**config.mk**
```make
export PLATFORM = sky130hd
export DESIGN_NAME = lane_done_collector
export DESIGN_NICKNAME = d
export VERILOG_FILES = /design/src/rtl/lane_done_collector.sv
export SDC_FILE = /design/constraint.sdc
export NUM_CORES = 1
export LEC_CHECK = 0
export CAP_MARGIN = 30
export CORE_ASPECT_RATIO = 0.9
export CORE_MARGIN = 3
export CORE_UTILIZATION = 40
export CTS_BUF_LIST = sky130_fd_sc_hd__clkbuf_2
export CTS_CLUSTER_SIZE = 16
export DETAILED_ROUTE_END_ITERATION = 10
export GPL_TIMING_DRIVEN = 1
export PLACE_DENSITY = 0.76
export SYNTH_ARGS = -nofsm -noshare
export SYNTH_HDL_FRONTEND = slang
export SYNTH_SLANG_ARGS = --single-unit
export TNS_END_PERCENT = 30
```
**constraint.sdc**
```tcl
create_clock -name clk -period 3.79 [get_ports clk]
set_clock_uncertainty 0.2 [all_clocks]
set_input_delay 0.379 -clock clk [delete_from_list [all_inputs] [get_ports clk]]
set_output_delay 0.379 -clock clk [all_outputs]
set_load 0.02 [all_outputs]
```
**src/rtl/lane_done_collector.sv**
```systemverilog
// -----------------------------------------------------------------------------
// lane_done_collector
//
// Per-round completion tracker for the conv-layer PE array. A round begins on
// start_i, which loads the participating-lane mask. Done flags from each lane
// are captured sticky. all_done_o rises once every participating lane has
// reported, and it stays high until the layer sequencer acknowledges it.
//
// Optional feature macro: LDC_TIMEOUT_EN
//   When defined, a watchdog limits how long a round may stay in COLLECT. A
//   round that expires ends in DONE with timeout_o=1.
//   When undefined, no counter is built and timeout_o is tied to 0.
//
// Ports
//   clk            clock; all logic is on the rising edge
//   rst            synchronous, active-high reset
//   start_i        begin a new round: clear the flags and load lane_mask_i
//   lane_mask_i    1 = lane participates (sampled only with start_i)
//   lane_done_i    per-lane done, either a pulse or a level
//   ack_i          sequencer accepts the result (acts only in DONE)
//   all_done_o     high in DONE until acknowledged
//   busy_o         high while collecting
//   timeout_o      high in DONE when the watchdog ended the round
//   done_vec_o     sticky flags; masked-off lanes read 1
//   pending_cnt_o  participating lanes not yet done
// -----------------------------------------------------------------------------
module lane_done_collector #(
    parameter int LANES     = 9,
    parameter int TMO_W     = 16,
    parameter int TMO_LIMIT = 1000
) (
    input  logic                       clk,
    input  logic                       rst,
    input  logic                       start_i,
    input  logic [LANES-1:0]           lane_mask_i,
    input  logic [LANES-1:0]           lane_done_i,
    input  logic                       ack_i,
    output logic                       all_done_o,
    output logic                       busy_o,
    output logic                       timeout_o,
    output logic [LANES-1:0]           done_vec_o,
    output logic [$clog2(LANES+1)-1:0] pending_cnt_o
);

    localparam int CW = $clog2(LANES+1);

    typedef enum logic [1:0] {
        S_IDLE    = 2'd0,
        S_COLLECT = 2'd1,
        S_DONE    = 2'd2
    } state_t;

    state_t           state_q, state_d;
    logic             all_done_q, all_done_d;
    logic             busy_q, busy_d;
    logic [LANES-1:0] done_vec_q, done_vec_d;
    logic [CW-1:0]    pend_q, pend_d;
    logic [LANES-1:0] nxt;
    logic             load;

    function automatic logic [CW-1:0] popcount(input logic [LANES-1:0] v);
        logic [CW-1:0] c;
        c = '0;
        for (int i = 0; i < LANES; i++) begin
            c = c + CW'(v[i]);
        end
        return c;
    endfunction

`ifdef LDC_TIMEOUT_EN
    logic [TMO_W-1:0] wdog_q, wdog_d;
    logic             timeout_q, timeout_d;
`else
    // The watchdog parameters have no effect in this build.
    logic unused_tmo;
    assign unused_tmo = ^{TMO_W[0], TMO_LIMIT[0]};
`endif

    always_comb begin
        state_d    = state_q;
        all_done_d = all_done_q;
        busy_d     = busy_q;
        done_vec_d = done_vec_q;
        pend_d     = pend_q;
        load       = 1'b0;
        nxt        = done_vec_q | lane_done_i;
`ifdef LDC_TIMEOUT_EN
        wdog_d     = wdog_q;
        timeout_d  = timeout_q;
`endif

        case (state_q)
            S_IDLE: begin
                if (start_i) begin
                    load = 1'b1;
                end
            end
            S_COLLECT: begin
                if (start_i) begin
                    // A restart discards any lane_done seen on this edge.
                    load = 1'b1;
                end else begin
                    done_vec_d = nxt;
                    pend_d     = CW'(LANES) - popcount(nxt);
`ifdef LDC_TIMEOUT_EN
                    wdog_d     = wdog_q + 1'b1;
`endif
                    if (&nxt) begin
                        state_d    = S_DONE;
                        all_done_d = 1'b1;
                        busy_d     = 1'b0;
                    end
`ifdef LDC_TIMEOUT_EN
                    // Completion takes priority over expiry on the same edge.
                    else if (wdog_q == TMO_W'(TMO_LIMIT - 1)) begin
                        state_d    = S_DONE;
                        all_done_d = 1'b1;
                        busy_d     = 1'b0;
                        timeout_d  = 1'b1;
                    end
`endif
                end
            end
            S_DONE: begin
                if (ack_i) begin
                    all_done_d = 1'b0;
`ifdef LDC_TIMEOUT_EN
                    timeout_d  = 1'b0;
`endif
                    if (start_i) begin
                        load = 1'b1;
                    end else begin
                        // done_vec stays as it was so it can be read back.
                        state_d = S_IDLE;
                    end
                end
            end
            default: begin
                state_d = S_IDLE;
            end
        endcase

        if (load) begin
            state_d    = S_COLLECT;
            busy_d     = 1'b1;
            all_done_d = 1'b0;
            done_vec_d = ~lane_mask_i;
            pend_d     = popcount(lane_mask_i);
`ifdef LDC_TIMEOUT_EN
            wdog_d     = '0;
            timeout_d  = 1'b0;
`endif
        end
    end

    always_ff @(posedge clk) begin
        if (rst) begin
            state_q    <= S_IDLE;
            all_done_q <= 1'b0;
            busy_q     <= 1'b0;
            done_vec_q <= '0;
            pend_q     <= '0;
`ifdef LDC_TIMEOUT_EN
            wdog_q     <= '0;
            timeout_q  <= 1'b0;
`endif
        end else begin
            state_q    <= state_d;
            all_done_q <= all_done_d;
            busy_q     <= busy_d;
            done_vec_q <= done_vec_d;
            pend_q     <= pend_d;
`ifdef LDC_TIMEOUT_EN
            wdog_q     <= wdog_d;
            timeout_q  <= timeout_d;
`endif
        end
    end

    assign all_done_o    = all_done_q;
    assign busy_o        = busy_q;
    assign done_vec_o    = done_vec_q;
    assign pending_cnt_o = pend_q;
`ifdef LDC_TIMEOUT_EN
    assign timeout_o     = timeout_q;
`else
    assign timeout_o     = 1'b0;
`endif

endmodule

```
[Word-level counts from Yosys, hierarchy flattened]
Cells that the tools add are included.
Cells by class
  equal/unequal tests: 12
  multiplexer cells: 23
  add/sub/neg operators: 17
  reductions and logical operators: 12
  bitwise gates (word level): 3
Operator list (number)
  adder 4 x 1 -> 4 bit: 10
  two-way mux 9 bit: 3
  two-way mux 4 bit: 3
  inequality test 3 bit (second input constant): 4
  two-way mux 1 bit: 10
  inequality test 2 bit (second input constant): 5
  AND reduction 5 bit: 2
  inverter 9 bit: 1
  bitwise OR 9 bit: 1
  AND reduction 9 bit: 1
  adder 3 x 1 -> 4 bit: 2
  two-way mux 2 bit: 4
  adder 2 x 1 -> 3 bit: 2
  case mux 2 bit (3 select lines): 1
  nonzero test 2 bit: 3
  adder 1 x 1 -> 2 bit: 2
  case mux 1 bit (2 select lines): 2
  AND reduction 4 bit: 1
  OR reduction 2 bit: 2
  subtractor 4 bit (first input constant): 1
  AND reduction 3 bit: 1
  equality test 2 x 1 -> 1 bit (second input constant): 1
  equality test 2 bit (second input constant): 1
  zero test 2 bit: 1
  3 further kinds: 3
Word-level totals
  output and inout port bits: 16
  register bits: 17

[Logic depth before layout (Yosys ltp)]
Gate-level depths: netlist of the first run.
  depth after elaboration: 13
  gate-level depth with buffers: 13
  gate-level depth less buffers: 13

[Worst setup path before layout of the first run]
No wires, ideal clock.
  kind: input to register
  start: input lane_mask_i[0]
  end: register pend_q[2] (netlist: pending_cnt_o[2])
  path buffers: 0
  stages on the path: 9
  data arrival time: 3.030 ns
  setup slack: 0.428 ns
  library setup time: 0.132 ns
  path through: fa_1 > inv_1 > fa_1 > fa_1 > fa_1 > fa_1 > xnor2_1 > a221oi_1 > nor2_1
On the way
  longest elaborated chain between the ends: 9
RTL lines
  start, declared: line 35  | input logic [LANES-1:0] lane_mask_i,
  adder 1 x 1 -> 2 bit: line 65  | c = c + CW'(v[i]);
  adder 2 x 1 -> 3 bit: line 65
  adder 3 x 1 -> 4 bit: line 65
  adder 4 x 1 -> 4 bit (5 in a row): line 65
  two-way mux 4 bit: line 143  | if (load) begin
  end signal, assigned: line 172  | pend_q <= pend_d;
  end, declared: line 57  | logic [CW-1:0] pend_q, pend_d;
No other way between the ends.
A chain may end at the register's enable or synchronous reset.

[Worst setup path in the final report of the first run]
Same ends and word-level chain as after synthesis.

==> flow_summary.yaml, run 1 <==
cts:
  cts_inserted_buffers: 3
  cts_setup_buffers: 0
  clk_pin_slew_ps: 150
  cts.repair.resized: 0
  cts_sinks: 17
  ctsHoldBuffers: 0
  clock-root-buffer: "clkbuf_2"
  tritoncts: "built"
  htreeDepth: 1
  clock_latency_ps: 280
  cts_buffer_depth: 2
sta:
  fin_ws_ps: 143.8
  rsz0062_at_grt: "false"
  relSlewSlack: 0.5130
  setup_viol: 0
  finalMaxSlewViolations: 0
  timing.final.crit_share: 0.9620
  tightest_slew_ps: 728.6
  min_period_ps: 3646
  holdWs_ps: 274.4
  clock.fmax_mhz: 274.3
  finalHoldViolations: 0
power:
  leakagePower_nw: 0.7260
  p_total_mw: 0.5695
  pwr-share-seq: 0.368
  peakVddDrop_mv: 0.2334
  p_switching_mw: 0.2032
  pwr-share-clk: 0.142
  comb_power_share: 0.491
  swShare: 0.3568
  p_int_mw: 0.3663
  powerDensity_mw_per_mm2: 341.5
yosys:
  synth_top_area_cell: "dfxtp_1"
  synth_common_cells: "20 x inv_1, 17 x dfxtp_1, 16 x a211oi_1"
  synth_area_mm2: 0.001237
  yosys.area_share.simple: 0.1234
  synth.distinct_cells: 30
  avgSynthCellArea_um2: 9.446
  synthCells: 131
  synth-xor-area-share: 0.02123
  synthTopCellsByArea: "dfxtp_1 28%, fa_1 15%, a211oi_1 9.7%"
  synthMuxAreaShare: 0
  synthArstFlopShare: 0
  synth_compound_area_frac: 0.2497
  synth_top_family_by_area: "compound AO/OA/AOI/OAI gates"
  synth_adder_area_share: 0.2366
  ys_seq_area_frac: 0.2750
  synth_edf_count: 0
  syn-num-nets: 171
  yosysWarnings: 0
  synth.most_common_cell: "inv_1"
  synth_flop_cell: "dfxtp_1"
  synth_top_area_frac: 0.2750
  ys_seq_elements: 17
floorplan:
  dieArea_mm2: 0.003798
  num_rows: 18
  die_h_um: 58.77
  pin_count: 38
  start_util: 0.4361
  fp.dieW_um: 64.63
  core_mm2: 0.002838
global_routing:
  grt_start_max_net_pins: 28
  grt_antenna_before_repair: 0
  grtUsageMet2: 0.2456
  busiest_layer: "met2"
  grt_usage: 0.1558
  grt_pass1_vias: 1006
  met1_usage: 0.2258
  overflow: 0
  grt_first_pass_wirelength_mm: 4.657
  use_met3: 0.009542
worst_setup_path:
  arrival_ps: 3610
  required_ps: 3760
  worstReg2RegStart: "done_vec_o[3]"
  cp-start-kind: "input port"
  path_max_fanout: 2
  crit_path_end_kind: "flop"
  r2r-end: "pending_cnt_o[2]"
  reg2reg_depth: 11
  reg2reg_slack_ps: 450
  crit_type: "input port to flop"
finish:
  fin_area_mm2: 0.001668
  n_antenna_cell: 0
  area_delta_synth_final_pct: 34.78
  drive_gt1_frac: 0.1294
  layout.nets: 211
worst_hold_path:
  hold_class: "flop to flop"
  min_from: "all_done_o"
  hold_end: "all_done_o"
  worstHoldPathCells: 2
placement:
  hpwlAfterDp_mm: 2.352
  port-buffer-count: 36
  placed_cell_area_mm2: 0.001648
  pre_cts_slack_ps: -166.2
  gp_congestion: 0.8752
drt:
  via_count: 1019
  drt_iter0_markers: 27
  ant_nets: 0
  via_per_inst: 4.852
  drc: 0
  wirelength_mm: 2.767
  dr.pass1.iters: 4
  routedWlPerCell_um: 13.18
job:
  cap_violations: 0
run_status:
  status: "completed"
## per-layer routing
| layer | vias up | routed length, um |
|---|---|---|
| met1 | 468 | 1355 |
| li1 | 530 | - |
| met2 | 16 | 1318 |
| met4 | 0 | 34 |
| met3 | 5 | 58 |
| met5 | - | 0 |
## cell type report
class                   instances  area, um^2
well taps                      40       50.05
fillers                       261        1170
inverters                      20       75.07
flip-flops and latches         17       340.3
multi-input cells              88       784.5
clock buffers                   4       20.02
repair buffers                 41       397.9
## worst max path at each step
stage | to | startpoint | cells past startpoint
2_1_floorplan | pending_cnt_o[2] | lane_mask_i[0] | 9
3_3_place_gp | pending_cnt_o[2] | lane_mask_i[0] | 10
3_5_place_dp | pending_cnt_o[2] | lane_mask_i[0] | 10
4_1_cts | pending_cnt_o[2] | lane_mask_i[0] | 10
5_1_grt | pending_cnt_o[2] | lane_mask_i[0] | 10
6_report | pending_cnt_o[2] | lane_mask_i[0] | 10
## per-stage QoR
step / util / TNS [ps] / std cells
after detailed placement: 0.5807 / -166.2 / 206
after global placement: 0.5807 / -108.5 / 206
after CTS: 0.5877 / 0 / 210
final: 0.5877 / 0 / 210
after floorplan: - / 0 / 131
after global routing: 0.5877 / 0 / 210
## flip-flops by register name, indices dropped and copies added (netlist names)
register	count
done_vec_o	9
busy_o	1
all_done_o	1
state_q	2
pending_cnt_o	4
## logic make-up (layout without fill, tap and decap cells)
group / count (synthesis) / count (layout)
AOI/OAI and AO/OA: 38 / 38
and+or+nand+nor: 28 / 28
buffers and inverters: 26 / 65
adders and majority gates: 18 / 18
DFF: 17 / 17
xor gates and xnor gates: 3 / 3
other: 1 / 1
## power groups by stage
stage / Combinational [mW] / Sequential, mW / Clock [mW]
3_5_place_dp: 0.281 / 0.213 / 0
4_1_cts: 0.284 / 0.209 / 0.0814
3_3_place_gp: 0.278 / 0.213 / 0
5_1_grt: 0.319 / 0.212 / 0.0889
6_report: 0.279 / 0.209 / 0.0806
2_1_floorplan: 0.164 / 0.231 / 0
## placed cells by master, fill, tap and decap left out, types with 4 or more instances in the layout
| cell type | count |
|---|---|
| clkdlybuf4s50_1 | 36 |
| inv_1 | 20 |
| dfxtp_1 | 17 |
| a211oi_1 | 16 |
| nor2_1 | 9 |
| fa_1 | 9 |
| ha_1 | 9 |
| a211oi_2 | 6 |
| or2_2 | 5 |
| buf_4 | 5 |
| o21ai_0 | 4 |
| clkbuf_2 | 4 |
## critical path, stage by stage
cell and delay, ps:
clkdlybuf4s50_1 450, fa_1 540, inv_1 50, fa_1 490, fa_1 430, fa_1 410
fa_1 390, xnor2_1 140, a221oi_1 260, nor2_1 70
Power figures use the tool's default switching activity.
==> inputs of run 2 (changes only) <==
- HOLD_SLACK_MARGIN: unset -> 0.06
==> results of run 2 <==
Final layout, timing and power as in run 1 (identical DEF).
